## src/rtl/cache_tag_ctrl.sv

```systemverilog
// Direct-mapped cache tag controller: flushes the tag RAM, looks up requests, and runs the refill handshake on a miss.
// Latency: a hit responds 1 cycle after the accept edge; a miss responds 2+N cycles after it, where N is the number of MISS cycles.
// Backpressure: req_ready is low outside IDLE and whenever flush_req is high; mem_req is held until mem_ack.
`timescale 1ns/1ps
module cache_tag_ctrl #(
   parameter int AWIDTH = 3,
   parameter int TWIDTH = 13,
   parameter int CWIDTH = 16
) (
   input  logic                     clock,
   input  logic                     reset_n,
   input  logic                     req_valid,
   output logic                     req_ready,
   input  logic [TWIDTH+AWIDTH-1:0] req_addr,
   input  logic                     flush_req,
   output logic                     busy,
   output logic                     resp_valid,
   output logic                     resp_hit,
   output logic                     mem_req,
   output logic [TWIDTH+AWIDTH-1:0] mem_addr,
   input  logic                     mem_ack,
   output logic [AWIDTH-1:0]        tag_addr,
   output logic [TWIDTH:0]          tag_din,
   output logic                     tag_we,
   input  logic [TWIDTH:0]          tag_dout,
   output logic [CWIDTH-1:0]        hit_count,
   output logic [CWIDTH-1:0]        miss_count
);

   localparam int RWIDTH = TWIDTH + AWIDTH;
   localparam logic [CWIDTH-1:0] CNT_MAX = '1;
   localparam logic [AWIDTH-1:0] IDX_LAST = '1;

   typedef enum logic [2:0] {FLUSH, IDLE, COMPARE, MISS, FILL} state_t;

   state_t              state;
   logic [AWIDTH-1:0]   idx;
   logic [RWIDTH-1:0]   lat_addr;
   logic [TWIDTH-1:0]   lat_tag;
   logic                hit;

   assign lat_tag  = lat_addr[RWIDTH-1:AWIDTH];
   assign mem_addr = lat_addr;
   assign busy     = (state != IDLE);

   // The RAM output is only meaningful in COMPARE, one cycle after the index was presented
   assign hit = tag_dout[TWIDTH] & (tag_dout[TWIDTH-1:0] == lat_tag);

   // State, flush index, latched request address and saturating statistics
   always_ff @(posedge clock) begin
      if (!reset_n) begin
         state      <= FLUSH;
         idx        <= '0;
         lat_addr   <= '0;
         hit_count  <= '0;
         miss_count <= '0;
      end else begin
         case (state)
            FLUSH: begin
               idx <= idx + 1'b1;
               if (idx == IDX_LAST) state <= IDLE;
            end
            IDLE: begin
               if (flush_req) begin
                  idx   <= '0;
                  state <= FLUSH;
               end else if (req_valid) begin
                  lat_addr <= req_addr;
                  state    <= COMPARE;
               end
            end
            COMPARE: begin
               if (hit) begin
                  if (hit_count != CNT_MAX) hit_count <= hit_count + 1'b1;
                  state <= IDLE;
               end else begin
                  state <= MISS;
               end
            end
            MISS: begin
               if (mem_ack) state <= FILL;
            end
            FILL: begin
               if (miss_count != CNT_MAX) miss_count <= miss_count + 1'b1;
               state <= IDLE;
            end
            default: state <= FLUSH;
         endcase
      end
   end

   // Output decode; reset gates every strobe so a refill is abandoned in the cycle reset_n falls
   always_comb begin
      req_ready  = 1'b0;
      resp_valid = 1'b0;
      resp_hit   = 1'b0;
      mem_req    = 1'b0;
      tag_we     = 1'b0;
      tag_din    = '0;
      tag_addr   = lat_addr[AWIDTH-1:0];
      case (state)
         FLUSH: begin
            tag_addr = idx;
            tag_we   = 1'b1;
         end
         IDLE: begin
            req_ready = !flush_req;
            // Present the index now so the synchronous RAM captures it on the accept edge
            if (!flush_req && req_valid) tag_addr = req_addr[AWIDTH-1:0];
         end
         COMPARE: begin
            resp_valid = hit;
            resp_hit   = hit;
         end
         MISS: begin
            mem_req = 1'b1;
         end
         FILL: begin
            tag_we     = 1'b1;
            tag_din    = {1'b1, lat_tag};
            resp_valid = 1'b1;
         end
         default: begin
            tag_we = 1'b0;
         end
      endcase
      if (!reset_n) begin
         req_ready  = 1'b0;
         resp_valid = 1'b0;
         resp_hit   = 1'b0;
         mem_req    = 1'b0;
         tag_we     = 1'b0;
         tag_din    = '0;
      end
   end

endmodule

```

## config.mk

```make
export PLATFORM = sky130hd
export DESIGN_NAME = cache_tag_ctrl
export DESIGN_NICKNAME = d
export VERILOG_FILES = /design/src/rtl/cache_tag_ctrl.sv
export SDC_FILE = /design/constraint.sdc
export NUM_CORES = 1
export LEC_CHECK = 0
export ABC_AREA = 1
export CAP_MARGIN = 20
export CORE_MARGIN = 5
export CORE_UTILIZATION = 35
export DETAILED_ROUTE_END_ITERATION = 10
export GPL_TIMING_DRIVEN = 0
export MAX_ROUTING_LAYER = met4
export SETUP_SLACK_MARGIN = 0.15
export SLEW_MARGIN = 10
export SYNTH_ARGS = -nofsm -noshare
export SYNTH_HDL_FRONTEND = slang
export SYNTH_SLANG_ARGS = --single-unit
```

## constraint.sdc

```tcl
create_clock -name clock -period 2.1 [get_ports clock]
set_input_delay 0.525 -clock clock [delete_from_list [all_inputs] [get_ports clock]]
set_output_delay 0.525 -clock clock [all_outputs]
set_load 0.02 [all_outputs]
```

==> impl_table.tex <==
\begin{tabular}{lr}
\hline
Metric & Value \\
\hline
\multicolumn{2}{l}{\textbf{Setup path}} \\
\quad Register-to-Register Path Depth & 18 \\
\quad Req. time, crit path & 1.57 ns \\
\quad Cell with the biggest individual delay on the critical path & sky130\_fd\_sc\_hd\_\_dfxtp\_4 \\
\quad Setup Crit Path Kind & flop to output port \\
\quad Nature of the critical path startpoint & flop \\
\quad Worst reg2reg path startpoint & mem\_addr[8]\$\_SDFFE\_PN0P\_ \\
\quad Number of buffers and inverters on the critical path & 3 \\
\quad Reg-to-reg setup timing slack & 0.12 ns \\
\quad Arrival time of data at the critical path endpoint & 1.66 ns \\
\quad Family of cells with the greatest summed delay on the critical path & simple AND/OR/NAND/NOR gates \\
\quad Critical register-to-register path endpoint & hit\_count[6]\$\_SDFFE\_PN0P\_ \\
\quad Endpoint type of the worst setup path & output port \\
\quad Top fanout value on the critical path & 4 \\
\quad List of cells traversed by the critical path & inv\_4 -> nand2\_2 -> nand2\_1 -> nor2\_4 -> nand3\_2 -> inv\_2 -> nand3\_2 -> o21ai\_2 -> buf\_6 \\
\quad Most common cell on crit path & sky130\_fd\_sc\_hd\_\_nand3\_2 \\
\quad Largest stage delay on the critical path & 0.40 ns \\
\multicolumn{2}{l}{\textbf{Synthesis}} \\
\quad Share of the yosys chip area belonging to registers & 33.6\% \\
\quad Cell area after synthesis & 3210 um2 \\
\quad Flops \& latches, synth & 54 \\
\quad Post-synth cell types & 34 \\
\quad Number of nets in the synthesized netlist & 561 \\
\quad Synthesized area per cell & 6.16 um2 \\
\quad Total number of yosys warnings & 0 \\
\quad Synth Instances & 522 \\
\multicolumn{2}{l}{\textbf{Cells and area}} \\
\quad Synthesis-to-layout area growth & 69.1\% \\
\quad Share of layout cells above drive strength 1 & 36.4\% \\
\quad Most frequent cells in the layout & 90 x sky130\_fd\_sc\_hd\_\_nand2\_1, 65 x sky130\_fd\_sc\_hd\_\_nor2\_1, 59 x sky130\_fd\_sc\_hd\_\_clkdlybuf4s50\_1 \\
\quad Count of filler cells inserted in the layout & 846 \\
\quad Commonest non-fill, non-tap cell in the layout & sky130\_fd\_sc\_hd\_\_nand2\_1 \\
\quad Final layout net count & 724 \\
\quad Design area & 5430 um2 \\
\quad Non-filler instance count after layout & 797 \\
\quad Antenna Diode Count & 0 \\
\quad Share of the core filled with cells in the final layout & 59.7\% \\
\multicolumn{2}{l}{\textbf{STA}} \\
\quad Final-report hold violation count & 0 \\
\quad Minimum setup slack in the final design & -0.0812 ns \\
\quad Max Fclk & 0.458 GHz \\
\quad Min Clock Period, post-route & 2.18 ns \\
\quad Worst-Margin Slew & 0.560 ns \\
\quad Worst slew slack as a fraction of its limit & 62.3\% \\
\quad Clock skew & 0.00965 ns \\
\quad Final setup viols & 3 \\
\quad Share of the clock period used by the worst path & 104\% \\
\quad RSZ-0062 raised after global routing & yes \\
\quad Final count of pins violating max slew & 0 \\
\multicolumn{2}{l}{\textbf{Die}} \\
\quad Area of the die & 11200 um2 \\
\quad Area inside the core boundary & 9110 um2 \\
\quad Width of the chip & 106 um \\
\quad Number of placement rows & 35 \\
\quad Number of top-level pins & 106 \\
\quad Vertical die dimension & 106 um \\
\quad Initial cell density of the core & 35.3\% \\
\multicolumn{2}{l}{\textbf{GRT}} \\
\quad Number of antenna violations at the first check in global routing & 0 \\
\quad Via count of the first global-routing pass & 3647 \\
\quad Total global-route track usage & 19.0\% \\
\quad Largest net degree at the start of global routing & 18 \\
\quad Total gr overflow & 0 \\
\quad Global-route wire length before repair & 17300 um \\
\multicolumn{2}{l}{\textbf{Routing}} \\
\quad Remaining antenna violation count after routing & 0 \\
\quad Detailed-route DRC error count & 0 \\
\quad Drt pass-1 iters & 4 \\
\quad Violation count after the first detailed-route iteration & 143 \\
\quad Routed vias/inst & 4.89 \\
\quad Post-DR wirelength/cell & 14.0 um \\
\quad Total number of vias & 3894 \\
\quad DRT Wirelength & 11200 um \\
\multicolumn{2}{l}{\textbf{Worst hold path}} \\
\quad Worst hold stages & 1 \\
\quad Worst Hold Path EP & miss\_count[0]\$\_SDFFE\_PN0P\_ \\
\quad HP Class & flop to flop \\
\quad Critical hold path startpoint & miss\_count[0]\$\_SDFFE\_PN0P\_ \\
\multicolumn{2}{l}{\textbf{Clock network}} \\
\quad Clock buffers created by TritonCTS & 5 \\
\quad Clock H-tree levels & 2 \\
\quad Number of buffers on the longest clock path & 2 \\
\quad Clk sink count & 54 \\
\quad Clock transition at the registers of the reported paths & 0.11 ns \\
\quad Clock latency reported for the late side of the worst-skew pair & 0.31 ns \\
\quad CTS tree & done \\
\quad Root Driver & sky130\_fd\_sc\_hd\_\_clkbuf\_8 \\
\multicolumn{2}{l}{\textbf{Place}} \\
\quad Dpl cells & 737 \\
\quad Post-place instance area & 4390 um2 \\
\quad Gp weighted congestion & 0.911 \\
\quad Sum of net half-perimeters after detailed placement & 7610 um \\
\quad Worst slack, placed & -1.00 ns \\
\quad Input/output buffers & 104 \\
\multicolumn{2}{l}{\textbf{Power and ir drop}} \\
\quad Total power per unit cell area & 572 nW/um2 \\
\quad Reported leakage power & 0.00231 uW \\
\quad Peak supply drop & 0.391 mV \\
\multicolumn{2}{l}{\textbf{Status}} \\
\quad Outcome & finished, violations left \\
\quad Violations in the final reports & setup timing \\
\multicolumn{2}{l}{\textbf{Run}} \\
\quad Total of max-cap violations & 0 \\
\hline
\end{tabular}
## power breakdown
group	switching (uW)	total [uW]	internal, uW
clock network	371	727	355
registers	87.1	1190	1100
logic	660	1200	537
total	1120	3110	1990
## metal layers
layer  up-vias  track usage [%]  routed length (um)
met2       116             31.8                5450
met1      1778             23.6                4920
li1       1977                -                   -
met3        23             3.80                 584
met4         0             4.72                 242
met5         -                -                   0
## stage by stage
| step | setup TNS [ns] | total power, uW | hold slack, ns |
|---|---|---|---|
| final | -0.0999 | 3110 | 0.489 |
| after global routing | -0.548 | 3290 | 0.510 |
| after CTS | -0.239 | 2940 | 0.493 |
| after detailed placement | -16.51 | 2040 | 0.482 |
| after global placement | -16.31 | 2030 | 0.470 |
| after floorplan | 0 | 1710 | 0.456 |
## synth_stat cells (all sizes together)
cell    count  area share (%)
ha          4             1.6
o21ba       1            0.31
nand3      26             4.4
dfxtp      54              34
nor3b       1            0.23
or2         1            0.19
a31oi       3            0.58
o21a        2            0.47
o211ai      4            0.93
inv        78             9.1
nand3b      1            0.23
nand4      10             2.1
nor4        2            0.39
nor3       17             3.3
xor2        1            0.27
clkinv      1            0.12
xnor2       1            0.27
o21ai      30             4.7
nor2      100              13
buf         4             1.0
a21oi      34             5.8
nand2     139              17
clkbuf      8            0.93
## sequential cells by signal, indices dropped and copies added (netlist names)
name        cells
mem_addr       16
miss_count     16
state           3
hit_count      16
idx             3
## final cells by class
| type | instances | area, um2 | share of cell area (%) |
|---|---|---|---|
| Buffer | 12 | 104 | 1.91 |
| Clock buffer | 5 | 68.8 | 1.27 |
| Clock inverter | 3 | 45.0 | 0.829 |
| Inverter | 79 | 324 | 5.96 |
| Multi-Input combinational cell | 377 | 2170 | 40.0 |
| Sequential cell | 54 | 1130 | 20.8 |
| Tap cell | 111 | 139 | 2.56 |
| Timing Repair Buffer | 156 | 1450 | 26.7 |
## kinds of logic after synthesis
kind of cell,share of synthesized area (%)
fa+ha+maj,1.56
xor+xnor,0.545
compound gates,12.7
buf+inv,11.2
simple gates,40.3
flops,33.6
## worst register-to-register path: cells and delay by family, from the launching register on
family	cells	cell delay [ns]
simple gates	8	0.68
compound gates	1	0.14
buf+inv	9	0.74
flops	1	0.38
## worst max-delay path by stage
| stage | to | depth (start not counted) | slack [ns] | start |
|---|---|---|---|---|
| 2_1_floorplan | mem_req | 4 | 0.1 | reset_n |
| 3_3_place_gp | resp_valid | 10 | -1.03 | tag_dout[1] |
| 3_5_place_dp | resp_valid | 10 | -1.0 | tag_dout[1] |
| 4_1_cts | tag_addr[1] | 10 | -0.07 | state[2]$_SDFFE_PN0P_ |
| 5_1_grt | resp_valid | 8 | -0.14 | tag_dout[13] |
| 6_report | resp_valid | 9 | -0.08 | mem_addr[10]$_SDFFE_PN0P_ |
## repair_timing
| action | CTS | global route |
|---|---|---|
| setup endpoints to repair | 35 | 44 |
| setup buffers | 33 | 17 |
| resized for setup | 230 | 148 |
| hold buffers | 0 | 0 |
| gates cloned | 0 | 2 |
| pin swaps | 39 | 41 |
Note: power is estimated with default switching activity, not from simulation.
